===== config.mk =====
export PLATFORM = sky130hd
export DESIGN_NAME = control_unit
export DESIGN_NICKNAME = d
export VERILOG_FILES = /design/src/rtl/control_pkg.sv /design/src/rtl/instr_decode.sv /design/src/rtl/control_unit.sv
export SDC_FILE = /design/constraint.sdc
export NUM_CORES = 1
export LEC_CHECK = 0
export BUFFER_PORTS_ARGS = -buffer_cell sky130_fd_sc_hd__buf_2
export CAP_MARGIN = 20
export CORE_UTILIZATION = 40
export CTS_CLUSTER_SIZE = 28
export DETAILED_ROUTE_END_ITERATION = 8
export PLACE_DENSITY = 0.81
export SLEW_MARGIN = 20
export SYNTH_ARGS = -nofsm -noshare
export SYNTH_HDL_FRONTEND = slang
export SYNTH_SLANG_ARGS = --single-unit

===== constraint.sdc =====
create_clock -name Clock -period 2.8 [get_ports Clock]
set_clock_uncertainty 0.1 [all_clocks]
set_input_delay 0.28 -clock Clock [delete_from_list [all_inputs] [get_ports Clock]]
set_output_delay 0.28 -clock Clock [all_outputs]
set_load 0.1 [all_outputs]

===== src/rtl/control_pkg.sv =====
// control_pkg -- shared types and constants for the control unit.
//   state_t  : 4-bit FSM state encoding (also driven on OutState)
//   opcode_t : 4-bit opcode field IR[15:12]
//   ALU_*    : ALU operation select values for ALU_s0
// Optional feature macro: CU_SINGLE_STEP_EN adds the STEP_WAIT state.
package control_pkg;

  typedef enum logic [3:0] {
    S_INIT      = 4'd0,
    S_FETCH     = 4'd1,
    S_DECODE    = 4'd2,
    S_NOOP      = 4'd3,
    S_LOAD_A    = 4'd4,
    S_LOAD_B    = 4'd5,
    S_STORE     = 4'd6,
    S_ADD       = 4'd7,
    S_SUB       = 4'd8,
    S_HALT      = 4'd9
`ifdef CU_SINGLE_STEP_EN
    ,
    S_STEP_WAIT = 4'd10
`endif
  } state_t;

  typedef enum logic [3:0] {
    OP_NOOP  = 4'd0,
    OP_STORE = 4'd1,
    OP_LOAD  = 4'd2,
    OP_ADD   = 4'd3,
    OP_SUB   = 4'd4,
    OP_HALT  = 4'd5
  } opcode_t;

  localparam logic [2:0] ALU_PASS = 3'd0;
  localparam logic [2:0] ALU_ADD  = 3'd1;
  localparam logic [2:0] ALU_SUB  = 3'd2;

  // Where a completed instruction goes: straight to FETCH, or parked in
  // STEP_WAIT until the operator pulses Step.
`ifdef CU_SINGLE_STEP_EN
  localparam state_t S_RETURN = S_STEP_WAIT;
`else
  localparam state_t S_RETURN = S_FETCH;
`endif

endpackage


===== src/rtl/instr_decode.sv =====
// instr_decode -- purely combinational field extraction and opcode decode.
// Ports:
//   ir_i         [15:0]  instruction register contents
//   op_state_o   [3:0]   state to enter after DECODE (state_t encoding)
//   ra_o / rb_o  [RA_W]  register read addresses IR[11:8] / IR[7:4]
//   rw_o         [RA_W]  register write address IR[3:0]
//   load_addr_o  [DA_W]  LOAD data address IR[11:4]
//   store_addr_o [DA_W]  STORE data address IR[7:0]
module instr_decode
  import control_pkg::*;
#(
  parameter int DA_W = 8,
  parameter int RA_W = 4
) (
  input  logic [15:0]     ir_i,
  output logic [3:0]      op_state_o,
  output logic [RA_W-1:0] ra_o,
  output logic [RA_W-1:0] rb_o,
  output logic [RA_W-1:0] rw_o,
  output logic [DA_W-1:0] load_addr_o,
  output logic [DA_W-1:0] store_addr_o
);

  // Fields are fixed-width in the instruction; resize to the configured
  // address widths (zero-extend or truncate).
  assign ra_o         = RA_W'(ir_i[11:8]);
  assign rb_o         = RA_W'(ir_i[7:4]);
  assign rw_o         = RA_W'(ir_i[3:0]);
  assign load_addr_o  = DA_W'(ir_i[11:4]);
  assign store_addr_o = DA_W'(ir_i[7:0]);

  // Undefined opcodes 6..15 fall through to NOOP.
  always_comb begin
    op_state_o = S_NOOP;
    case (ir_i[15:12])
      OP_STORE: op_state_o = S_STORE;
      OP_LOAD:  op_state_o = S_LOAD_A;
      OP_ADD:   op_state_o = S_ADD;
      OP_SUB:   op_state_o = S_SUB;
      OP_HALT:  op_state_o = S_HALT;
      default:  op_state_o = S_NOOP;
    endcase
  end

endmodule


===== src/rtl/control_unit.sv =====
// control_unit -- Moore FSM controller for a small load/store datapath.
// Ports:
//   Clock, Clr          clock and synchronous active-high reset
//   IR[15:0]            current instruction
//   PC_Clr, PC_Up       program counter clear / increment
//   IR_Ld               instruction register load
//   D_Addr, D_Wr        data memory address / write enable
//   RF_s                register write mux (1 = memory, 0 = ALU)
//   RF_W_Addr, RF_W_En  register write address / enable
//   RF_Ra_Addr, RF_Rb_Addr  register read addresses
//   ALU_s0[2:0]         ALU op (0 pass, 1 add, 2 sub)
//   OutState[3:0]       current state encoding
//   Halted              high in HALT
//   Step                (CU_SINGLE_STEP_EN only) advance from STEP_WAIT
// Optional feature macro: CU_SINGLE_STEP_EN.
module control_unit
  import control_pkg::*;
#(
  parameter int DA_W = 8,
  parameter int RA_W = 4
) (
  input  logic            Clock,
  input  logic            Clr,
  input  logic [15:0]     IR,
`ifdef CU_SINGLE_STEP_EN
  input  logic            Step,
`endif
  output logic            PC_Clr,
  output logic            PC_Up,
  output logic            IR_Ld,
  output logic [DA_W-1:0] D_Addr,
  output logic            D_Wr,
  output logic            RF_s,
  output logic [RA_W-1:0] RF_W_Addr,
  output logic            RF_W_En,
  output logic [RA_W-1:0] RF_Ra_Addr,
  output logic [RA_W-1:0] RF_Rb_Addr,
  output logic [2:0]      ALU_s0,
  output logic [3:0]      OutState,
  output logic            Halted
);

  state_t          state_q, state_d;
  logic [3:0]      op_state_raw;
  state_t          op_state;
  logic [RA_W-1:0] ra, rb, rw;
  logic [DA_W-1:0] load_addr, store_addr;

  instr_decode #(
    .DA_W (DA_W),
    .RA_W (RA_W)
  ) u_decode (
    .ir_i         (IR),
    .op_state_o   (op_state_raw),
    .ra_o         (ra),
    .rb_o         (rb),
    .rw_o         (rw),
    .load_addr_o  (load_addr),
    .store_addr_o (store_addr)
  );

  assign op_state = state_t'(op_state_raw);

  // Clr wins over every transition, including HALT and mid-LOAD.
  always_ff @(posedge Clock) begin
    if (Clr) begin
      state_q <= S_INIT;
    end else begin
      state_q <= state_d;
    end
  end

  always_comb begin
    state_d = state_q;
    case (state_q)
      S_INIT:   state_d = S_FETCH;
      S_FETCH:  state_d = S_DECODE;
      S_DECODE: state_d = op_state;
      S_LOAD_A: state_d = S_LOAD_B;
      S_NOOP, S_LOAD_B, S_STORE, S_ADD, S_SUB: state_d = S_RETURN;
      S_HALT:   state_d = S_HALT;
`ifdef CU_SINGLE_STEP_EN
      S_STEP_WAIT: if (Step) state_d = S_FETCH;
`endif
      default:  state_d = S_INIT;
    endcase
  end

  // Moore outputs: depend only on state_q and IR fields.
  always_comb begin
    PC_Clr     = 1'b0;
    PC_Up      = 1'b0;
    IR_Ld      = 1'b0;
    D_Addr     = '0;
    D_Wr       = 1'b0;
    RF_s       = 1'b0;
    RF_W_Addr  = '0;
    RF_W_En    = 1'b0;
    RF_Ra_Addr = '0;
    RF_Rb_Addr = '0;
    ALU_s0     = ALU_PASS;
    Halted     = 1'b0;
    case (state_q)
      S_INIT: PC_Clr = 1'b1;
      S_FETCH: begin
        PC_Up = 1'b1;
        IR_Ld = 1'b1;
      end
      // LOAD_A presents the address so synchronous memory data is ready
      // for the register write in LOAD_B.
      S_LOAD_A: D_Addr = load_addr;
      S_LOAD_B: begin
        D_Addr    = load_addr;
        RF_s      = 1'b1;
        RF_W_Addr = rw;
        RF_W_En   = 1'b1;
      end
      S_STORE: begin
        D_Addr     = store_addr;
        RF_Ra_Addr = ra;
        D_Wr       = 1'b1;
      end
      S_ADD, S_SUB: begin
        RF_Ra_Addr = ra;
        RF_Rb_Addr = rb;
        RF_W_Addr  = rw;
        RF_W_En    = 1'b1;
        ALU_s0     = (state_q == S_ADD) ? ALU_ADD : ALU_SUB;
      end
      S_HALT: Halted = 1'b1;
      default: ;
    endcase
  end

  assign OutState = state_q;

endmodule


After elaboration in Yosys (flattened, before gate mapping):

Index checks and enable logic that the tools add are counted.

* latch bits: 0
* RAM bits: 0
* output and inout port bits: 34
* input port bits: 18
* memory bits (read-only): 0
* memories: 0
* bits in registers: 4
* logic and storage cells: 35

* $lt $le $gt $ge: 0
* mux-type cells: 14
* divide/modulo/power cells: 0
* bitwise gates (word level): 0
* reductions and logical operators: 6
* add/sub/neg operators: 0
* shift operators: 0
* equal/unequal tests: 14
* $mul: 0

Operators by type and width (number)
* 4-bit one-hot mux with 5 select lines: 2
* 4-bit by 3-bit == test with 1-bit output (second input constant): 6
* 4-bit by 2-bit == test with 1-bit output (second input constant): 4
* 8-bit one-hot mux with 2 select lines: 1
* 4-bit 2-to-1 mux: 3
* 4-bit by 1-bit == test with 1-bit output (second input constant): 2
* 4-bit == test (second input constant): 2
* 1-bit 2-to-1 mux: 6
* 3-bit OR reduction: 2
* 6-bit OR reduction: 1
* 4-bit zero test: 1
* 2-bit 2-to-1 mux: 2
* 2-bit OR reduction: 2

Longest topological paths before layout:

Gate-level depths: netlist (run 1).

* depth after elaboration: 3
* depth in mapped cells: 5
* gate-level depth less buffers: 3

By module:

From an unflattened synthesis (run 1), not the netlist that was laid out.

* cell total of the unflattened synthesis: 115
* area total of the unflattened synthesis: 842.1 µm²

By module, submodules not included
* control_unit: instances 1, cells an instance 77, area each 571.8 µm²
* instr_decode: instances 1, cells an instance 38, area each 270.3 µm²

Least setup slack after synthesis (run 1):

Ideal clock, no wire load.

* path kind: flip-flop to output port
* start: register state_q[0] (netlist: OutState[0])
* end: output PC_Up
* slack: -1677 ps
* data required time: 2420 ps
* cell stages (with the launch flop): 5
* data arrival time: 4097 ps
* cells stage by stage: dfxtp_1 > buf_2 > nand2b_1 > nor3_1 > buf_4

* word-level cells in the longest chain between the ends: 2

Ends and longest elaborated chain
* start, declared: line control_unit.sv:43 `state_t state_q, state_d;`
* start signal, assigned: line control_unit.sv:69 `state_q <= state_d;`
* 4-bit by 1-bit == test with 1-bit output
* 1-bit 2-to-1 mux
* end, declared: line control_unit.sv:29 `output logic PC_Up,`

Every way passes these cells.

Worst setup path after layout (run 1):

* start: register state_q[1] (netlist: OutState[1])
* end: output D_Addr[2]

* word-level cells in the longest chain between the ends: 3
* elaborated cells on any way between the ends: 5
* classes of those cells: eq/ne (3); mux (1); reduce/logical (1)

Ends and longest elaborated chain
* 4-bit by 3-bit == test with 1-bit output: line control_unit.sv:103 `case (state_q)`
* 2-bit OR reduction (no line)
* 8-bit one-hot mux with 2 select lines (*): line control_unit.sv:103
* end, declared: line control_unit.sv:31 `output logic [DA_W-1:0] D_Addr,`

Mark *: on every way between the ends. The rest lies on a longest branch, timed or not.

==> flow_summary.json, run 1 <==
{
  "slew_viol_final": 0,
  "viasPerCell": 5.11,
  "leakage_nw": 0.502,
  "ys_warn_count": 0,
  "grt_max_degree": 22,
  "fin_cells": 146,
  "syn_inst": 85,
  "clk_latency_ps": 250,
  "first_iter_violations": 27,
  "rr_startpoint": "OutState[3]$_SDFF_PP0_",
  "core_um2": 1350,
  "hold_viol": 0,
  "cts.repair.resized": 0,
  "critPathKind": "flip-flop to primary output",
  "synth.net_count": 103,
  "cts_buffers": 3,
  "power.density_nw_per_um2": 397,
  "dpl.hpwl_um": 1380,
  "ys_ff_latch": 4,
  "p_comb_frac": 0.550,
  "port_buffers": 50,
  "initial_utilization": 0.442,
  "synth.avg_cell_area_um2": 7.02,
  "ant_nets": 0,
  "cts_sinks": 4,
  "antenna_found_initial": 0,
  "dieHeight_um": 40.6,
  "syn_area_um2": 597,
  "arrival_ps": 1850,
  "fin_crit_ps": 2230,
  "startpoint": "OutState[1]$_SDFF_PP0_",
  "dr_total_vias": 746,
  "async_flop_share": 0,
  "routedWlPerCell_um": 12.0,
  "cts.path.max_buffers": 2,
  "ys_types": 32,
  "cp-end-kind": "primary output",
  "maxCapViolCount": 0,
  "largest_reg_flops": 4,
  "grt-ovfl-total": 0,
  "firstDrtPassIters": 4,
  "htreeDepth": 1,
  "n_antenna_cell": 0,
  "grt_pass1_wl_um": 2460,
  "placed_cells": 142,
  "seq_power_share": 0.218,
  "critPathRequiredTime_ps": 2420,
  "max_freq_mhz": 448,
  "rsz0062_at_grt": "false",
  "place_congestion": 0.834,
  "yosysTopAreaCellShare": 0.134,
  "swShare": 0.559,
  "wirelength_um": 1750,
  "ys_seq_area_frac": 0.134,
  "reg2reg_depth": 3,
  "synth-edff-count": 0,
  "cts_setup_buffers": 0,
  "hold_buffers": 0,
  "cp_max_fo": 21,
  "drc": 0,
  "p_int_mw": 0.163,
  "status": "completed",
  "slew_headroom": 0.627,
  "start_kind": "flip-flop",
  "cts_root_buf": "clkbuf_4",
  "synth.area.top_cells": "dfxtp_1 13%, a21oi_1 8.4%, and2_1 8.4%",
  "switchingPower_mw": 0.207,
  "finalCritPeriodShare": 0.798,
  "final_core_util": 0.690,
  "die_w_um": 40.6,
  "rows": 13,
  "cts_tree": "done",
  "setup_viol": 0,
  "grt_usage": 0.219,
  "clkPwrFrac": 0.233,
  "synth.largest_area_cell": "dfxtp_1",
  "clkTransAtPathRegs_ps": 40,
  "holdPathStages": 3,
  "ioPinCount": 52,
  "syn_to_final_growth_pct": 56.0,
  "hold_class": "input port to flip-flop",
  "layout-drive-gt1-share": 0.679,
  "die_area_um2": 1650,
  "fin_nets": 150,
  "worst_slew_pin_slew_ps": 559,
  "min-delay-start": "Clr",
  "ys.flop_type": "dfxtp_1",
  "vdd_ir_drop_max_v": 0.000271,
  "grt_pass1_vias": 567
}
cells by family after synthesis:
family | after synthesis | synth area share
and+or+nand+nor | 53 | 0.577
AOI/OAI and AO/OA | 18 | 0.185
buffers and inverters | 8 | 0.0839
DFF | 4 | 0.134
xor gates and xnor gates | 1 | 0.0147
other | 1 | 0.00628
through the flow:
stage	power (mW)	setup TNS [ps]	worst slack [ps]	area, um2	hold slack (ps)
floorplan	0.257	-576	-144	693	330
global placement	0.282	0	868	905	433
detailed placement	0.284	0	839	905	435
CTS	0.371	0	567	931	182
global route	0.386	0	432	931	212
finish	0.370	0	566	931	189
layout make-up:
class | count | area [um2]
Multi-Input combinational cell | 73 | 546
Fill cell | 117 | 419
Timing Repair Buffer | 50 | 250
Sequential cell | 4 | 90.1
Clock buffer | 4 | 26.3
Tap cell | 15 | 18.8
power groups by stage:
stage,sequential (mW),clock [mW],combinational (mW)
5_1_grt,0.0831,0.0896,0.213
3_3_place_gp,0.0805,0,0.202
3_5_place_dp,0.0811,0,0.203
6_report,0.0804,0.0860,0.203
4_1_cts,0.0801,0.0873,0.204
2_1_floorplan,0.0975,0,0.159
final timing paths:
kind,endpoint,slack (ps)
worst max-delay path,D_Addr[2],570
worst min-delay path,OutState[1]$_SDFF_PP0_,190
worst max register to register,OutState[2]$_SDFF_PP0_,1300
worst min register to register,OutState[1]$_SDFF_PP0_,530
placed cells by master, fill, tap and decap left out, types with 2 or more instances in the layout:
master	netlist	final
nor2_1	12	5
and2_4	0	12
dfxtp_2	0	2
nand2b_1	5	5
dfxtp_4	0	2
nor2b_1	7	7
o21ai_0	2	2
buf_2	4	50
a21oi_1	10	9
clkbuf_4	0	3
nor2_2	0	7
critical path, cell delays in order (launching register included):
cell and delay, ps:
dfxtp_2 540, and2b_1 410, a21oi_1 140, nor2_2 80, buf_2 430
cells in the mapped netlist (all sizes together) (2+ instances only):
cell    instances
a21o            2
a21oi          10
and2           13
and2b           2
buf             8
dfxtp           4
nand2b          5
nor2           12
nor2b           7
nor3            2
nor4b           2
o21ai           2
or3             2
metal layers:
| layer | routed length, um | part of all wire | track usage | up-vias |
|---|---|---|---|---|
| met4 | 0 | 0 | 0.0750 | 0 |
| met2 | 933 | 0.53 | 0.337 | 26 |
| met5 | 0 | 0 | 0 | - |
| met3 | 69 | 0.039 | 0.0326 | 0 |
| li1 | - | - | - | 381 |
| met1 | 750 | 0.43 | 0.306 | 339 |
No activity file was read; power rests on OpenSTA's default activity.
==> inputs of run 2 (changes only) <==
--- a/config.mk
+++ b/config.mk
@@ -7,10 +7,10 @@
 export LEC_CHECK = 0
 export BUFFER_PORTS_ARGS = -buffer_cell sky130_fd_sc_hd__buf_2
 export CAP_MARGIN = 20
-export CORE_UTILIZATION = 40
+export CORE_UTILIZATION = 33
 export CTS_CLUSTER_SIZE = 28
 export DETAILED_ROUTE_END_ITERATION = 8
-export PLACE_DENSITY = 0.81
+export PLACE_DENSITY = 0.71
 export SLEW_MARGIN = 20
 export SYNTH_ARGS = -nofsm -noshare
 export SYNTH_HDL_FRONTEND = slang
==> constraint.sdc (replaced) <==
create_clock -name Clock -period 2.02 [get_ports Clock]
set_clock_uncertainty 0.1 [all_clocks]
set_input_delay 0.202 -clock Clock [delete_from_list [all_inputs] [get_ports Clock]]
set_output_delay 0.202 -clock Clock [all_outputs]
set_load 0.1 [all_outputs]
==> run 2 against run 1 <==
Sequential share of layout area is 2.6 points lower. Sequential power grew 43%. Setup slack got worse by 470 ps. Critical path type unchanged. Largest power group unchanged.
==> flow_summary.json, run 2 (same netlist as run 1, synthesis figures left out) <==
{
  "n_antenna_cell": 0,
  "cp-end-kind": "primary output",
  "cts_setup_buffers": 0,
  "initial_utilization": 0.349,
  "cts_buffers": 3,
  "fin_crit_ps": 1930,
  "maxCapViolCount": 0,
  "p_comb_frac": 0.593,
  "setup_viol": 0,
  "cts_sinks": 4,
  "reg2reg_depth": 3,
  "fillers": 109,
  "syn_to_final_growth_pct": 125,
  "cts_tree": "done",
  "place_congestion": 0.848,
  "routedWlPerCell_um": 13.5,
  "antenna_found_initial": 0,
  "rr_startpoint": "OutState[1]$_SDFF_PP0_",
  "ant_nets": 0,
  "drc": 0,
  "die_area_um2": 1980,
  "fin_nets": 151,
  "core_um2": 1710,
  "switchingPower_mw": 0.299,
  "holdPathStages": 3,
  "drt-met1-wl_um": 810,
  "swShare": 0.557,
  "dpl.hpwl_um": 1750,
  "leakage_nw": 0.566,
  "ioPinCount": 52,
  "arrival_ps": 1630,
  "viasPerCell": 4.91,
  "cts_root_buf": "clkbuf_4",
  "final_common_cell": "buf_2",
  "power.density_nw_per_um2": 400,
  "layout-drive-gt1-share": 0.710,
  "whs_endpoint": "OutState[1]$_SDFF_PP0_",
  "finalCritPeriodShare": 0.955,
  "rows": 15,
  "rrSetupSlack_ps": 710,
  "start_kind": "flip-flop",
  "wl_met2_um": 1190,
  "wl_met3_um": 86,
  "critPathKind": "flip-flop to primary output",
  "wirelength_um": 2100,
  "final_core_util": 0.785,
  "port_buffers": 50,
  "mostFrequentLayoutCells": "28 x buf_2, 22 x buf_12, 12 x and2_4, 9 x a21oi_1, 8 x nor2_4",
  "grt_usage": 0.227,
  "grt_max_degree": 22,
  "dr_total_vias": 766,
  "hold_viol": 0,
  "clk_latency_ps": 250,
  "vdd_ir_drop_max_v": 0.000512,
  "critPathRequiredTime_ps": 1720,
  "hold_class": "input port to flip-flop",
  "min-delay-start": "Clr",
  "cts.path.max_buffers": 2,
  "clkPwrFrac": 0.194,
  "slew_viol_final": 0,
  "first_iter_violations": 13,
  "status": "completed",
  "dieHeight_um": 44.5,
  "timing.rr.end": "OutState[2]$_SDFF_PP0_",
  "p_int_mw": 0.238,
  "htreeDepth": 1,
  "holdWs_ps": 105,
  "clkTransAtPathRegs_ps": 40,
  "dr.max_layer_used": "met4",
  "largest_reg_flops": 4,
  "grt-ovfl-total": 0,
  "rsz0062_at_grt": "false",
  "finalPower_mw": 0.537,
  "cp_max_fo": 21,
  "max_freq_mhz": 519,
  "seq_power_share": 0.214,
  "die_w_um": 44.5,
  "grt_pass1_wl_um": 3280,
  "grt_pass1_vias": 705,
  "firstDrtPassIters": 6
}
run 2: changes by cell type in the layout (fill, tap and decap cells not counted), sizes merged:
cell / delta
buf: +1
clkbuf: -1
run 2: layout make-up:
cell class | count | area [um2] | area share
Timing Repair Buffer | 51 | 588 | 0.438
Sequential cell | 4 | 95.1 | 0.0709
Clock buffer | 3 | 22.5 | 0.0168
Multi-Input combinational cell | 73 | 604 | 0.451
Tap cell | 25 | 31.3 | 0.0233
run 2: metrics by stage:
| stage | setup WS [ps] | std cells | cell area [um2] | setup TNS [ps] |
|---|---|---|---|---|
| 2_1_floorplan | -846 | 85 | 762 | -9650 |
| 3_3_place_gp | 389 | 153 | 1320 | 0 |
| 3_5_place_dp | 354 | 153 | 1320 | 0 |
| 4_1_cts | 83.8 | 156 | 1340 | 0 |
| 5_1_grt | 18.7 | 156 | 1340 | 0 |
| 6_report | 91.6 | 156 | 1340 | 0 |
run 2: worst max path at each step:
stage                                 from      endpoint
detailed placement  OutState[1]$_SDFF_PP0_       RF_W_En
finish              OutState[1]$_SDFF_PP0_       RF_W_En
global route        OutState[1]$_SDFF_PP0_       RF_W_En
floorplan           OutState[2]$_SDFF_PP0_  RF_W_Addr[0]
CTS                 OutState[1]$_SDFF_PP0_       RF_W_En
global placement    OutState[1]$_SDFF_PP0_       RF_W_En
run 2: layer usage:
metal | global-route usage | up-vias
li1 | - | 382
met1 | 0.262 | 358
met2 | 0.421 | 24
met3 | 0.0490 | 2
met4 | 0.0545 | 0
met5 | 0 | -
run 2: worst max-delay path, stage by stage (launching register included):
cell and delay, ps:
dfxtp_4 410, nor4b_4 380, a21o_4 160, buf_2 420
run 2: power groups by stage:
stage / logic [mW] / registers, mW / clock network, mW
after global routing: 0.330 / 0.118 / 0.111
final: 0.318 / 0.115 / 0.104
after floorplan: 0.242 / 0.136 / 0
after detailed placement: 0.319 / 0.115 / 0
after CTS: 0.319 / 0.114 / 0.108
after global placement: 0.313 / 0.114 / 0
run 2: repair_timing:
action | in CTS | in global routing
resized for setup | 0 | 1
hold buffers | 0 | 0
setup endpoints to repair | 0 | 1
==> inputs of run 3 (changes only) <==
--- a/config.mk
+++ b/config.mk
@@ -5,9 +5,10 @@
 export SDC_FILE = /design/constraint.sdc
 export NUM_CORES = 1
 export LEC_CHECK = 0
+export ABC_AREA = 1
 export BUFFER_PORTS_ARGS = -buffer_cell sky130_fd_sc_hd__buf_2
 export CAP_MARGIN = 20
-export CORE_UTILIZATION = 33
+export CORE_UTILIZATION = 32
 export CTS_CLUSTER_SIZE = 28
 export DETAILED_ROUTE_END_ITERATION = 8
 export PLACE_DENSITY = 0.71
@@ -15,3 +16,4 @@
 export SYNTH_ARGS = -nofsm -noshare
 export SYNTH_HDL_FRONTEND = slang
 export SYNTH_SLANG_ARGS = --single-unit
+export TNS_END_PERCENT = 100
==> run 3 against run 2 <==
The flow now finishes with violations (DRC). Final area grew 5.1%. Setup slack lost 45 ps. Non-clock buffer count up 1. Critical path type unchanged. First-iteration DRC count grew 46%. Synthesized cell count up 19%. Clock power hardly changed. Fmax down 2.3%. Hold slack worse by 61 ps. Total power rose by 17%. Combinational power is 31% higher.
==> flow_summary.json, run 3 <==
{
  "critPathRequiredTime_ps": 1720,
  "setup_viol": 0,
  "grt_usage": 0.255,
  "fin_crit_ps": 1970,
  "hold_viol": 0,
  "n_antenna_cell": 0,
  "maxCapViolCount": 0,
  "synth.net_count": 119,
  "grt_pass1_wl_um": 3610,
  "synthTopCellsByCount": "21 x inv_1, 20 x nand2_1, 19 x nor2_1",
  "cts_sinks": 4,
  "ant_nets": 0,
  "ys_types": 19,
  "grt_pass1_vias": 837,
  "dpl.hpwl_um": 1950,
  "cts.path.max_buffers": 2,
  "cp_cell_sequence": "inv_8 > nand2_4 > nor3_4 > nor2_4 > nand2_4 > nand2_1 > clkinvlp_4 > buf_12",
  "final_core_util": 0.894,
  "synth-edff-count": 0,
  "ioPinCount": 52,
  "start_kind": "flip-flop",
  "syn_inst": 101,
  "cpMaxStageDelayCell": "dfxtp_4",
  "fillers": 71,
  "holdPathStages": 2,
  "ys_warn_count": 0,
  "violations": "DRC",
  "cts_tree": "done",
  "hold_class": "input port to flip-flop",
  "mostFrequentLayoutCells": "29 x buf_2, 21 x buf_12, 17 x nand2_1, 14 x inv_1, 12 x nor2_4",
  "fin_cells": 170,
  "critPathKind": "flip-flop to primary output",
  "async_flop_share": 0,
  "fin_nets": 174,
  "first_iter_violations": 19,
  "fin_ws_ps": 46.3,
  "antenna_found_initial": 0,
  "synth.avg_cell_area_um2": 5.60,
  "multi_input_area_um2": 561,
  "cts_root_buf": "clkbuf_4",
  "ys_seq_area_frac": 0.142,
  "port_buffers": 50,
  "placed_cells": 165,
  "clk_latency_ps": 250,
  "hold_buffers": 0,
  "layout-drive-gt1-share": 0.656,
  "drc": 4,
  "firstDrtPassIters": 8,
  "viasPerCell": 4.96,
  "clkTransAtPathRegs_ps": 40,
  "core_um2": 1580,
  "wirelength_um": 2340,
  "vdd_ir_drop_max_v": 0.000538,
  "leakage_nw": 0.645,
  "seq_area_um2": 95.1,
  "status": "finished, violations left",
  "slew_viol_final": 0,
  "finalCritPeriodShare": 0.977,
  "max_stage_delay_ps": 360,
  "yosysTopAreaCellShare": 0.142,
  "syn_area_um2": 566,
  "max_freq_mhz": 507,
  "final_common_cell": "buf_2",
  "cpMostUsedCell": "nand2_4",
  "cts_buffers": 3,
  "die_area_um2": 1940,
  "largest_reg_flops": 4,
  "syn_to_final_growth_pct": 149,
  "ys.flop_type": "dfxtp_1",
  "synth.area.top_cells": "dfxtp_1 14%, inv_1 14%, nand2_1 13%",
  "cp-end-kind": "primary output",
  "ys_ff_latch": 4,
  "rows": 14,
  "synth_most_common_cell": "inv_1",
  "dieHeight_um": 44.0,
  "place_worst_setup_slack_ps": 275,
  "die_w_um": 44.0,
  "reg2reg_depth": 5,
  "grt-ovfl-total": 0,
  "arrival_ps": 1670,
  "synth.largest_area_cell": "dfxtp_1",
  "routedWlPerCell_um": 13.8,
  "power.density_nw_per_um2": 444,
  "cp_max_fo": 8,
  "initial_utilization": 0.359,
  "grt_max_degree": 10,
  "dr_total_vias": 844,
  "htreeDepth": 1,
  "place_congestion": 0.756
}
==> run 3: final cells by class <==
| class | instances | area share |
|---|---|---|
| sequential | 4 | 0.0674 |
| multi-input combinational | 69 | 0.398 |
| inverter | 26 | 0.0932 |
| tap | 16 | 0.0142 |
| timing repair buffer | 52 | 0.412 |
| clock buffer | 3 | 0.0160 |
==> run 3: power breakdown <==
group          switching [mW]  internal, mW  total (mW)  leakage (nW)
Sequential             0.0163        0.0887       0.105        0.0355
Combinational           0.331        0.0837       0.415         0.596
Clock                  0.0391        0.0669       0.106        0.0138
==> run 3: critical path, delay by kind of cell, from the launching register on <==
family,cells,cell delay [ps]
buf+inv,3,360
simple gates,5,690
flops,1,360
==> run 3: routing by layer <==
metal	track usage	part of all wire
met1	0.264	0.35
met2	0.456	0.55
met3	0.0449	0.063
met4	0.182	0.032
met5	0	0
==> run 3: what timing repair did <==
item                                    4_1_cts  5_1_grt
buffers inserted                              0        2
resized for setup                             0        0
endpoints found under the setup margin        0        4
==> run 3: stage by stage <==
stage / hold WS, ps / total power, mW / setup TNS (ps) / instance area (um2)
final: 44.3 / 0.625 / 0 / 1410
after global routing: 47.5 / 0.648 / -20.8 / 1410
after CTS: 40.2 / 0.628 / 0 / 1400
after detailed placement: 300 / 0.518 / 0 / 1370
after global placement: 296 / 0.511 / 0 / 1370
after floorplan: 161 / 0.441 / -11780 / 802
==> run 3: final timing paths <==
path                                             start                endpoint  slack, ps
worst max-delay path            OutState[1]$_SDFF_PP0_           RF_Ra_Addr[3]         50
worst min-delay path                               Clr  OutState[2]$_SDFF_PP0_         40
worst max register to register  OutState[2]$_SDFF_PP0_  OutState[0]$_SDFF_PP0_        730
worst min register to register  OutState[2]$_SDFF_PP0_  OutState[3]$_SDFF_PP0_        560
==> run 3: cells by family (layout without fill, tap and decap cells) <==
kind of cell | after synthesis | after routing | synth area share
buffers and inverters | 28 | 81 | 0.208
other | 1 | 1 | 0.00663
flip-flops | 4 | 4 | 0.142
AND/OR/NAND/NOR | 53 | 53 | 0.502
AO/OA/AOI/OAI | 15 | 15 | 0.142
